--- config.mk ---
export PLATFORM = sky130hd
export DESIGN_NAME = uart_host_tx
export DESIGN_NICKNAME = d
export VERILOG_FILES = /design/src/rtl/uart_host_tx_pkg.sv /design/src/rtl/uart_tx_fifo.sv /design/src/rtl/uart_host_tx.sv
export SDC_FILE = /design/constraint.sdc
export NUM_CORES = 1
export LEC_CHECK = 0
export CAP_MARGIN = 20
export CORE_ASPECT_RATIO = 2
export CORE_MARGIN = 5
export CORE_UTILIZATION = 45
export DETAILED_ROUTE_END_ITERATION = 10
export PLACE_DENSITY = 0.7
export SYNTH_ARGS = -nofsm -noshare
export SYNTH_HDL_FRONTEND = slang
export SYNTH_SLANG_ARGS = --single-unit
--- constraint.sdc ---
create_clock -name CLK -period 7.2 [get_ports CLK]
set_input_delay 1.44 -clock CLK [delete_from_list [all_inputs] [get_ports CLK]]
set_output_delay 1.44 -clock CLK [all_outputs]
set_load 0.02 [all_outputs]
--- src/rtl/uart_host_tx_pkg.sv ---
// uart_host_tx_pkg: FSM encoding, default parameters and line levels shared by uart_host_tx.
// The PARITY state exists only when UART_TX_PARITY_EN is defined.
package uart_host_tx_pkg;
    localparam int DEF_CLKS_PER_BIT = 16;
    localparam int DEF_FIFO_DEPTH = 8;
    localparam logic START_BIT = 1'b0;
    localparam logic STOP_BIT = 1'b1;
    typedef enum logic [2:0] {
        IDLE = 3'd0,
        START = 3'd1,
        DATA = 3'd2,
`ifdef UART_TX_PARITY_EN
        PARITY = 3'd3,
`endif
        STOP = 3'd4
    } state_t;
endpackage

--- src/rtl/uart_tx_fifo.sv ---
// uart_tx_fifo: single-clock byte FIFO with registered occupancy; ready reflects the count
// from the previous edge, so a push into a full FIFO is refused even when a pop happens that edge.
module uart_tx_fifo
    import uart_host_tx_pkg::*;
#(
    parameter int DEPTH = DEF_FIFO_DEPTH
) (
    input  logic                   clk,
    input  logic                   rst,
    input  logic [7:0]             wr_data,
    input  logic                   push,
    output logic                   ready,
    input  logic                   pop,
    output logic [7:0]             rd_data,
    output logic [$clog2(DEPTH):0] count
);
    localparam int AW = $clog2(DEPTH);
    logic [7:0] mem [DEPTH];
    logic [AW-1:0] wr_ptr, rd_ptr;
    logic do_push, do_pop;
    assign ready = count != (AW+1)'(DEPTH);
    assign do_push = push && ready && !rst;
    assign do_pop = pop && count != '0;
    assign rd_data = mem[rd_ptr];
    always_ff @(posedge clk) begin
        if (do_push) mem[wr_ptr] <= wr_data;
    end
    // Pointers wrap naturally; the extra count bit separates full from empty.
    always_ff @(posedge clk) begin
        if (rst) begin
            wr_ptr <= '0;
            rd_ptr <= '0;
            count <= '0;
        end else begin
            if (do_push) wr_ptr <= wr_ptr + AW'(1);
            if (do_pop) rd_ptr <= rd_ptr + AW'(1);
            count <= count + (AW+1)'(do_push) - (AW+1)'(do_pop);
        end
    end
endmodule

--- src/rtl/uart_host_tx.sv ---
// uart_host_tx: FIFO-buffered UART transmitter, 8N1 (8E1 when UART_TX_PARITY_EN is defined).
// UART_TXD is registered from the current state, so the start bit appears one edge after the pop.
module uart_host_tx
    import uart_host_tx_pkg::*;
#(
    parameter int CLKS_PER_BIT = DEF_CLKS_PER_BIT,
    parameter int FIFO_DEPTH = DEF_FIFO_DEPTH
) (
    input  logic                        CLK,
    input  logic                        RESET,
    input  logic [7:0]                  TX_DATA,
    input  logic                        TX_VALID,
    output logic                        TX_READY,
    output logic                        UART_TXD,
    output logic                        BUSY,
    output logic [$clog2(FIFO_DEPTH):0] FIFO_COUNT
);
    localparam logic [15:0] LAST = 16'(CLKS_PER_BIT - 1);
    state_t state, state_n;
    logic [15:0] baud;
    logic [2:0] bit_idx;
    logic [7:0] shreg, fifo_data;
    logic pop, tick, empty, txd_n;
`ifdef UART_TX_PARITY_EN
    logic par;
`endif
    uart_tx_fifo #(.DEPTH(FIFO_DEPTH)) u_fifo (
        .clk(CLK),
        .rst(RESET),
        .wr_data(TX_DATA),
        .push(TX_VALID),
        .ready(TX_READY),
        .pop(pop),
        .rd_data(fifo_data),
        .count(FIFO_COUNT)
    );
    assign empty = FIFO_COUNT == '0;
    assign tick = baud == LAST;
    assign BUSY = state != IDLE || !empty;
    always_ff @(posedge CLK) begin
        if (RESET) state <= IDLE;
        else state <= state_n;
    end
    always_comb begin
        state_n = state;
        pop = 1'b0;
        txd_n = STOP_BIT;
        case (state)
            IDLE: begin
                pop = !empty;
                state_n = empty ? IDLE : START;
            end
            START: begin
                txd_n = START_BIT;
                state_n = tick ? DATA : START;
            end
            DATA: begin
                txd_n = shreg[0];
`ifdef UART_TX_PARITY_EN
                if (tick && bit_idx == 3'd7) state_n = PARITY;
            end
            PARITY: begin
                txd_n = par;
                state_n = tick ? STOP : PARITY;
            end
`else
                if (tick && bit_idx == 3'd7) state_n = STOP;
            end
`endif
            STOP: begin
                if (tick) begin
                    pop = !empty;
                    state_n = empty ? IDLE : START;
                end
            end
            default: state_n = IDLE;
        endcase
    end
    // Baud counter restarts on every bit boundary and is held at zero while idle.
    always_ff @(posedge CLK) begin
        if (RESET) begin
            baud <= '0;
            bit_idx <= '0;
            shreg <= '0;
            UART_TXD <= STOP_BIT;
        end else begin
            UART_TXD <= txd_n;
            baud <= (state == IDLE || tick) ? '0 : baud + 16'd1;
            if (pop) begin
                shreg <= fifo_data;
                bit_idx <= '0;
            end else if (state == DATA && tick) begin
                shreg <= shreg >> 1;
                bit_idx <= bit_idx + 3'd1;
            end
        end
    end
`ifdef UART_TX_PARITY_EN
    always_ff @(posedge CLK) begin
        if (RESET) par <= 1'b0;
        else if (pop) par <= ^fifo_data;
    end
`endif
endmodule

==> results.txt <==
Register area share after synthesis = 61.4%
Total CTS buffers = 9
CP Class = flop to output port
WL per Instance = 17.8 um
Max-cap violations = 0
Placed cell count = 473
Fin nets = 374
Cells after Synth = 339
Via density = 5.48
Core Region = 10000 sq um
Post-route ant nets = 0
ANT cells = 0
Full die area = 12400 sq um
Post-Layout Inst Area = 5120 sq um
CTS Hold Bufs = 0
Slew headroom = 28.0%
Arrival @ worst endpoint = 1970 ps
Max Root-Sink Buffers = 2
Leakage = 1.68 nW
Switching Fraction = 28.3%
Req. time, crit path = 5760 ps
Clock-pin slew on the worst setup and hold paths = 70 ps
Combinational group share of total power = 26.4%
Multi-input gate area = 1600 sq um
Post-synth top area share = 42.1%
Global-route wire length before repair = 14.0 mm
GRT Util Overall = 15.4%
Die Height = 152 um
Setup TNS = 0 ps
Fraction of layout cells with a size suffix above 1 = 14.3%
Unique masters post-synth = 43
Non-Filler Instances = 491
CP Max Fanout = 5
PwrDens = 332 nW/um^2
Final hold slack = 439 ps
Worst slack, placed = 3430 ps
Setup ws final = 3790 ps
Cell taking the most area after synthesis = edfxtp_1
Tcrit/Tclk final = 47.3%
Post-route DRC = 0
Violation count after the first detailed-route iteration = 216
Critical Path Source Type = flop
Vias in the first global route = 2712
Initial Utilization = 45.6%
RSZ-0062 raised after global routing = no
Storage cell area = 2800 sq um
GP Congestion = 0.718
Mapped Nets = 362
Largest net degree at the start of global routing = 32
Via count = 2692
Commonest cells after routing, fill and taps aside = 64 x edfxtp_1, 44 x dfxtp_1, 27 x nor2_1
Fmax = 293 MHz
Int Pwr = 1.22 mW
Worst Clk Skew = 8.96 ps
H-tree levels = 3
Port Buf Inserts = 17
Switching Power = 0.481 mW
Clock Power Share = 29.0%
Post-CTS resize count = 0
Post-synthesis register bit count = 108
Clk_lat worst skew = 350 ps
Peak supply drop = 0.000241 V
Fillers = 890
Final setup fails = 0
Area Growth Syn to Fin = 12.1%
Aggregate global routing overflow = 0
Mapped Avg Cell Area = 13.5 sq um
Outcome = finished clean
Final min period = 3410 ps
Placed Area = 4790 sq um
Final Slew Violations = 0
Hold Vio Cnt, Final = 0
Cell Area, Synth = 4570 sq um
Worst Tran Pin Value = 1070 ps
Clk root buf = clkbuf_16
Die Wd = 81.2 um
Postcts setup bufs = 0
Largest cells by area after synthesis = edfxtp_1 42%, dfxtp_1 19%, mux4_2 7.9%
Worst reg-to-reg path cell count = 8
Final wirelength = 8.75 mm
Commonest non-fill, non-tap cell in the layout = edfxtp_1
Yosys warns = 0
Clock Sinks = 108
Hold Path Depth = 1
Worst setup EP type = output port
# IOs = 18
DRT Pass-1 Iters = 4
Hold Crit Class = flop to flop
TritonCTS clock tree = built
Antenna violations before repair = 0
DP HPWL = 6.45 mm
Rows = 52
Reg power frac = 44.6%
## stage by stage
step	power [mW]	util (%)
2_1_floorplan	1.09	-
3_3_place_gp	1.20	47.8
3_5_place_dp	1.21	47.8
4_1_cts	1.70	50.8
5_1_grt	1.80	51.1
6_report	1.70	51.1
## power groups by stage
stage / Combinational (mW) / Sequential [mW] / Clock, mW
5_1_grt: 0.503 / 0.767 / 0.528
4_1_cts: 0.418 / 0.779 / 0.502
6_report: 0.449 / 0.757 / 0.492
2_1_floorplan: 0.337 / 0.756 / 0
3_5_place_dp: 0.414 / 0.791 / 0
3_3_place_gp: 0.409 / 0.789 / 0
## synthesized netlist by cell type (all sizes together)
cell,n
nand2,7
nor3,5
o21bai,1
or3b,1
ha,11
o221ai,8
a2111oi,1
a21boi,1
nor3b,1
nor2,27
o41a,1
mux2,9
nand4b,1
a31oi,7
a211o,1
and4,2
nor4,1
nand3,26
and2,3
o21ai,10
nand2b,2
or3,8
edfxtp,64
and3,2
buf,3
o41ai,1
clkbuf,18
or4,4
dfxtp,44
fa,1
xnor2,5
inv,8
mux4,16
a21o,3
xor2,8
nor2b,3
nand4,7
a21oi,18
## state kept, by name, indices dropped and copies added, names as in the netlist, named ones only
name and count:
u_fifo.wr_ptr 3, u_fifo.count 4, u_fifo.rd_ptr 3, state 3
u_fifo.mem 64, UART_TXD 1, shreg 8, bit_idx 3
baud 16
## critical path: stages (launching register included)
cell,delay (ps)
dfxtp_1,310
inv_1,100
ha_1,150
or3b_2,510
clkdlybuf4s50_1,570
## routing by layer
layer	vias to the layer above	wire length [um]	global-route usage (%)
met5	-	0	0
met2	31	5340	29.9
met3	8	199	3.55
met4	0	130	5.08
li1	1314	-	-
met1	1339	3080	15.1
## cell type report
cell class / instances / area share [%]
Timing Repair Buffer: 22 / 4.40
Tap cell: 135 / 3.30
Inverter: 8 / 0.586
Clock inverter: 6 / 1.34
Sequential cell: 108 / 54.7
Clock buffer: 10 / 4.47
Multi-Input combinational cell: 202 / 31.2
## path summary, 6_finish.rpt
kind	startpoint	endpoint	slack (ps)
setup reg to reg	baud[12]	u_fifo.count[1]	4270
hold reg to reg	baud[0]	baud[0]	440
setup / recovery	u_fifo.count[2]	TX_READY	3790
hold / removal	baud[0]	baud[0]	440
## cells by family (layout without fill, tap and decap cells)
kind of cell	after synthesis	in the layout	synth area share, %
and+or+nand+nor	100	100	11.7
buffers and inverters	29	46	3.70
DFF	108	108	61.4
muxes	25	25	10.1
adders and majority gates	12	12	3.45
xor gates and xnor gates	13	13	2.49
AOI/OAI and AO/OA	52	52	7.23
Note: power is estimated with default switching activity, not from simulation.
